### config.mk
export PLATFORM = sky130hd
export DESIGN_NAME = icache_dm
export DESIGN_NICKNAME = d
export VERILOG_FILES = /design/src/rtl/icache_pkg.sv /design/src/rtl/icache_refill_fsm.sv /design/src/rtl/icache_dm.sv
export SDC_FILE = /design/constraint.sdc
export NUM_CORES = 2
export LEC_CHECK = 0
export ABC_AREA = 1
export CAP_MARGIN = 20
export CORE_ASPECT_RATIO = 0.8
export CORE_MARGIN = 2
export CORE_UTILIZATION = 60
export DETAILED_ROUTE_END_ITERATION = 8
export PLACE_DENSITY_LB_ADDON = 0.2
export REMOVE_ABC_BUFFERS = 1
export SLEW_MARGIN = 0
export SYNTH_ARGS = -nofsm -noshare
export SYNTH_HDL_FRONTEND = slang
export SYNTH_HIERARCHICAL = 1
export SYNTH_SLANG_ARGS = --single-unit
### constraint.sdc
create_clock -name clk -period 6.3 [get_ports clk]
set_input_delay 1.575 -clock clk [delete_from_list [all_inputs] [get_ports clk]]
set_output_delay 1.575 -clock clk [all_outputs]
set_load 0.05 [all_outputs]
### src/rtl/icache_pkg.sv
// icache_pkg: shared types and address-split helpers for the direct-mapped
// instruction cache.
//   icache_state_e  refill controller state (LOOKUP / REQ / WAIT)
//   off_bits()      byte-offset bits inside one line
//   idx_bits()      line-index bits
//   tag_bits()      remaining upper address bits stored as the tag
package icache_pkg;

  typedef enum logic [1:0] {
    LOOKUP = 2'd0,
    REQ    = 2'd1,
    WAIT   = 2'd2
  } icache_state_e;

  function automatic int off_bits(input int words_per_line);
    return $clog2(words_per_line * 4);
  endfunction

  function automatic int idx_bits(input int lines);
    return $clog2(lines);
  endfunction

  function automatic int tag_bits(input int lines, input int words_per_line);
    return 32 - off_bits(words_per_line) - idx_bits(lines);
  endfunction

endpackage

### src/rtl/icache_refill_fsm.sv
// icache_refill_fsm: line refill controller for icache_dm.
// Owns the LOOKUP/REQ/WAIT state, the word counter, the latched line base
// address and the backing-memory request handshake.
// Ports:
//   clk, rst            clock, asynchronous active-high reset
//   start_i             miss detected in LOOKUP at this edge
//   start_addr_i        fetch address of the miss (offset bits dropped)
//   mem_req_valid_o     word read request (held until accepted)
//   mem_req_addr_o      word-aligned request address, stable while valid
//   mem_req_ready_i     memory accepts the request at this edge
//   mem_resp_valid_i    read data returned (one per accepted request)
//   wr_en_o             write the returned word into the line
//   wr_word_o           word index inside the line for wr_en_o
//   line_done_o         last word of the line is being written
//   state_o             current controller state (observable)
//   base_o              latched line base address of the refill
//
// Handshake: a request transfers at a rising edge where mem_req_valid_o and
// mem_req_ready_i are both 1. Until then valid stays high and the address
// does not change. Exactly one request is outstanding: the next request is
// raised only in the cycle after the matching response has been consumed.
module icache_refill_fsm
  import icache_pkg::*;
#(
  parameter int WORDS_PER_LINE = 4
) (
  input  logic                                 clk,
  input  logic                                 rst,
  input  logic                                 start_i,
  input  logic [31:0]                          start_addr_i,
  output logic                                 mem_req_valid_o,
  output logic [31:0]                          mem_req_addr_o,
  input  logic                                 mem_req_ready_i,
  input  logic                                 mem_resp_valid_i,
  output logic                                 wr_en_o,
  output logic [off_bits(WORDS_PER_LINE)-3:0]  wr_word_o,
  output logic                                 line_done_o,
  output icache_state_e                        state_o,
  output logic [31:0]                          base_o
);

  localparam int OFF = off_bits(WORDS_PER_LINE);
  localparam int WB  = OFF - 2;
  localparam logic [WB-1:0] LAST = WB'(WORDS_PER_LINE - 1);

  icache_state_e state_q, state_d;
  logic [WB-1:0] cnt_q, cnt_d;
  logic [31:0]   base_q, base_d;
  logic          unused_start_off;

  // Offset bits of the miss address are cleared when the base is latched.
  assign unused_start_off = ^start_addr_i[OFF-1:0];

  always_comb begin
    state_d = state_q;
    cnt_d   = cnt_q;
    base_d  = base_q;
    case (state_q)
      LOOKUP: begin
        if (start_i) begin
          state_d = REQ;
          cnt_d   = '0;
          base_d  = {start_addr_i[31:OFF], {OFF{1'b0}}};
        end
      end
      REQ: begin
        if (mem_req_ready_i) state_d = WAIT;
      end
      WAIT: begin
        if (mem_resp_valid_i) begin
          if (cnt_q == LAST) begin
            state_d = LOOKUP;
          end else begin
            cnt_d   = cnt_q + 1'b1;
            state_d = REQ;
          end
        end
      end
      default: state_d = LOOKUP;
    endcase
  end

  always_ff @(posedge clk or posedge rst) begin
    if (rst) begin
      state_q <= LOOKUP;
      cnt_q   <= '0;
      base_q  <= '0;
    end else begin
      state_q <= state_d;
      cnt_q   <= cnt_d;
      base_q  <= base_d;
    end
  end

  // Request address is base + 4*counter; with base and counter both reset
  // to zero it reads 0 out of reset.
  assign mem_req_valid_o = (state_q == REQ);
  assign mem_req_addr_o  = {base_q[31:OFF], cnt_q, 2'b00};

  // Responses outside WAIT are dropped here: they never reach the arrays.
  assign wr_en_o     = (state_q == WAIT) && mem_resp_valid_i;
  assign wr_word_o   = cnt_q;
  assign line_done_o = wr_en_o && (cnt_q == LAST);
  assign state_o     = state_q;
  assign base_o      = base_q;

  resp_only_in_wait: assert property (
    @(posedge clk) disable iff (rst) mem_resp_valid_i |-> (state_q == WAIT)
  );

endmodule

### src/rtl/icache_dm.sv
// icache_dm: direct-mapped, read-only instruction cache in front of a
// word-wide backing memory. Hits return the instruction one cycle after the
// address is sampled; misses stall (valid=0) while the whole line is
// refilled word by word.
// Ports:
//   clk, reset       clock, asynchronous active-high reset
//   address          fetch byte address (bits [1:0] ignored)
//   instruction      instruction word for the last sampled address
//   valid            instruction is valid for the address of the last edge
//   invalidate       one-cycle pulse clearing every line valid bit
//   mem_req_valid    word read request to backing memory
//   mem_req_addr     word-aligned request address
//   mem_req_ready    memory accepts the request at this edge
//   mem_resp_valid   read data returned
//   mem_resp_data    read data
module icache_dm
  import icache_pkg::*;
#(
  parameter int LINES          = 16,
  parameter int WORDS_PER_LINE = 4
) (
  input  logic        clk,
  input  logic        reset,
  input  logic [31:0] address,
  output logic [31:0] instruction,
  output logic        valid,
  input  logic        invalidate,
  output logic        mem_req_valid,
  output logic [31:0] mem_req_addr,
  input  logic        mem_req_ready,
  input  logic        mem_resp_valid,
  input  logic [31:0] mem_resp_data
);

  localparam int OFF = off_bits(WORDS_PER_LINE);
  localparam int IDX = idx_bits(LINES);
  localparam int TAG = tag_bits(LINES, WORDS_PER_LINE);
  localparam int WB  = OFF - 2;

  // Line storage: valid bits are reset, tags and data are not.
  logic [LINES-1:0] lv_q;
  logic [TAG-1:0]   tag_q  [LINES];
  logic [31:0]      data_q [LINES][WORDS_PER_LINE];

  logic        valid_q, valid_d;
  logic [31:0] instr_q;
  logic        inv_pend_q;

  icache_state_e fsm_state;
  logic [31:0]   base;
  logic          wr_en, line_done;
  logic [WB-1:0] wr_word;

  logic [IDX-1:0] a_idx, w_idx;
  logic [TAG-1:0] a_tag, w_tag;
  logic [WB-1:0]  a_word;
  logic           in_lookup, hit, miss;
  logic           unused_bits;

  assign unused_bits = ^{address[1:0], base[OFF-1:0]};

  assign a_word = address[OFF-1:2];
  assign a_idx  = address[OFF+IDX-1:OFF];
  assign a_tag  = address[31:OFF+IDX];
  assign w_idx  = base[OFF+IDX-1:OFF];
  assign w_tag  = base[31:OFF+IDX];

  assign in_lookup = (fsm_state == LOOKUP);
  assign hit       = lv_q[a_idx] && (tag_q[a_idx] == a_tag);
  // A hit that coincides with invalidate reports valid=0 but does not start
  // a refill: the line is gone, so the next sample of the address misses.
  assign miss      = in_lookup && !hit;
  assign valid_d   = in_lookup && hit && !invalidate;

  icache_refill_fsm #(
    .WORDS_PER_LINE (WORDS_PER_LINE)
  ) u_refill (
    .clk              (clk),
    .rst              (reset),
    .start_i          (miss),
    .start_addr_i     (address),
    .mem_req_valid_o  (mem_req_valid),
    .mem_req_addr_o   (mem_req_addr),
    .mem_req_ready_i  (mem_req_ready),
    .mem_resp_valid_i (mem_resp_valid),
    .wr_en_o          (wr_en),
    .wr_word_o        (wr_word),
    .line_done_o      (line_done),
    .state_o          (fsm_state),
    .base_o           (base)
  );

  always_ff @(posedge clk) begin
    if (wr_en)     data_q[w_idx][wr_word] <= mem_resp_data;
    if (line_done) tag_q[w_idx]           <= w_tag;
  end

  // An invalidate seen while a refill is in flight is remembered so the
  // line being filled is not published as valid when it completes.
  always_ff @(posedge clk or posedge reset) begin
    if (reset) begin
      lv_q       <= '0;
      inv_pend_q <= 1'b0;
    end else begin
      if (invalidate)     lv_q        <= '0;
      else if (line_done) lv_q[w_idx] <= !inv_pend_q;

      if (line_done)                     inv_pend_q <= 1'b0;
      else if (invalidate && !in_lookup) inv_pend_q <= 1'b1;
    end
  end

  always_ff @(posedge clk or posedge reset) begin
    if (reset) begin
      valid_q <= 1'b0;
      instr_q <= '0;
    end else begin
      valid_q <= valid_d;
      if (valid_d) instr_q <= data_q[a_idx][a_word];
    end
  end

  assign valid       = valid_q;
  assign instruction = instr_q;

endmodule
==> results.json <==
{
  "ant_nets": 0,
  "hpwl_um": 145000,
  "fin_area_um2": 112000,
  "cts_buffer_depth": 3,
  "max-slew-margin-rel": 0.297,
  "initialDrtViolationCount": 10893,
  "grt_max_degree": 199,
  "hold_depth": 2,
  "num_vias": 66966,
  "gp_congestion": 0.848,
  "r2r_start": "tag_q[9][11]$_DFFE_PP_",
  "status": "complete, no violations",
  "cts_hold_buf": 0,
  "hold_viol_final": 0,
  "syn_inst": 8124,
  "rows": 134,
  "avgRoutedWirePerCell_um": 26.5,
  "critPathKind": "in2reg",
  "yosysWarnings": 6,
  "mostFrequentLayoutCell": "edfxtp_1",
  "viasPerCell": 6.35,
  "firstDrtPassIters": 8,
  "chipHeight_um": 370,
  "crit_start": "address[4]",
  "drt-met1-wl_um": 106000,
  "layout_common_cells": "2432 x edfxtp_1, 1254 x nand2_1, 1092 x nor2_1, 1060 x o21ai_0, 700 x nand3_1",
  "fin_crit_sh": 0.749,
  "min_period_ns": 4.72,
  "die-area_um2": 171000,
  "regArea_um2": 75100,
  "slew_violations": 0,
  "ir_worst_vdd_mv": 0.324,
  "rrSetupSlack_ns": 3.14,
  "syn_area_per_cell_um2": 12.4,
  "power_density_nw_per_um2": 322,
  "clock_skew_ns": 0.0286,
  "min_path_type": "reg2reg",
  "dpl_worst_slack_ns": 0.811,
  "clock-root-buffer": "clkbuf_16",
  "startpoint_type": "primary input",
  "post-cts-setup-buffer-count": 0,
  "initial_core_util": 0.604,
  "setup_viol": 0,
  "fmax_ghz": 0.212,
  "h-tree-depth": 4,
  "nFillCells": 11643,
  "fin_ws_ns": 1.58,
  "layout-drive-gt1-share": 0.0828,
  "power_mw": 36.0,
  "multiInputGateArea_um2": 22800,
  "hold_ws_ns": 0.473,
  "cp_max_fo": 72,
  "rsz0062_at_grt": "false",
  "reg2regPathDepth": 17,
  "core_area_um2": 167000,
  "rr_endpoint": "u_refill/base_o[5]$_DFFE_PP0P_",
  "drv_cap": 0,
  "ioPinCount": 135,
  "cts_tree": "yes",
  "place.port_buffers": 130,
  "wirelength_um": 280000,
  "critPathRequiredTime_ns": 7.04,
  "grt_pass1_wl_um": 408000,
  "netlist_area_um2": 101000,
  "crit_arrival_ns": 5.46,
  "syn_to_final_growth_pct": 11.3,
  "numCtsBuffers": 229,
  "wl_met3_um": 34900,
  "grt_pass1_vias": 62917,
  "clk-insertion-delay-late_ns": 0.88,
  "grt.total_usage": 0.325,
  "overflow": 0,
  "cts_sinks": 2514,
  "path_clk_slew_ns": 0.06,
  "die_w_um": 462,
  "worstSetupEndpoint": "u_refill/base_o[5]$_DFFE_PP0P_",
  "grt_antenna_before_repair": 13,
  "cts_resized": 0,
  "drcViolationCount": 0,
  "cp-end-kind": "register",
  "dpl_cell_area_um2": 105000,
  "top_layer": "met5",
  "met2_length_um": 128000,
  "max_slew.worst_pin.slew_ns": 1.05,
  "final_nets": 8178,
  "p_leak_nw": 37.9
}
==> state kept, by name (all words and copies together) (netlist names) <==
name                flops
u_refill/state_o        2
data_q               2048
u_refill/base_o        28
inv_pend_q              1
tag_q                 384
instruction            32
valid                   1
lv_q                   16
u_refill/wr_word_o      2
==> per-layer routing <==
layer | vias up | global-route usage
met5 | - | 0
met4 | 6 | 0.116
met3 | 588 | 0.0627
met2 | 4369 | 0.500
met1 | 32663 | 0.468
li1 | 29340 | -
==> stage by stage <==
step,utilization,TNS (ns),cells
after detailed placement,0.627,0,10112
after CTS,0.671,0,10536
after global placement,0.626,0,10103
final,0.672,0,10546
after floorplan,-,-413.39,7538
after global routing,0.672,0,10546
==> area by class of cell <==
cell class,instances,share of cell area
clock buffers,300,0.0544
repair buffers,339,0.0312
clock inverters,124,0.0107
multi-input cells,4870,0.203
inverters,154,0.00551
diodes,1,0.0000223
flip-flops and latches,2514,0.670
well taps,2244,0.0250
==> how the worst min path moves through the flow <==
stage	startpoint	endpoint	slack, ns
detailed placement	instruction[21]$_DFFE_PP0P_	instruction[21]$_DFFE_PP0P_	0.46
finish	instruction[2]$_DFFE_PP0P_	instruction[2]$_DFFE_PP0P_	0.47
floorplan	lv_q[12]$_DFFE_PP0P_	lv_q[12]$_DFFE_PP0P_	0.46
global route	instruction[30]$_DFFE_PP0P_	instruction[30]$_DFFE_PP0P_	0.49
global placement	instruction[10]$_DFFE_PP0P_	instruction[10]$_DFFE_PP0P_	0.46
CTS	instruction[21]$_DFFE_PP0P_	instruction[21]$_DFFE_PP0P_	0.48
==> worst max-delay path: stages <==
cell,delay [ns]
buf_8,0.39
buf_4,0.48
buf_4,0.59
nor2_1,0.10
nor2_1,0.11
o21ai_1,0.10
nand3_1,0.08
nand3_1,0.07
nand3_1,0.10
nand2_1,0.06
nand2_1,0.07
nor2_2,0.06
nand3_1,0.13
nor2_4,0.07
nor2_2,0.41
buf_4,0.42
nand2_4,0.31
nand2_1,0.18
nand2_1,0.07
==> power by group <==
group	internal (mW)	total (mW)	switching, mW	leakage (nW)
clock	7.59	13.7	6.10	3.56
sequential	18.8	19.2	0.412	23.0
combinational	0.764	3.13	2.36	11.4
total	27.2	36.0	8.87	37.9
Note: power is estimated with default switching activity, not from simulation.
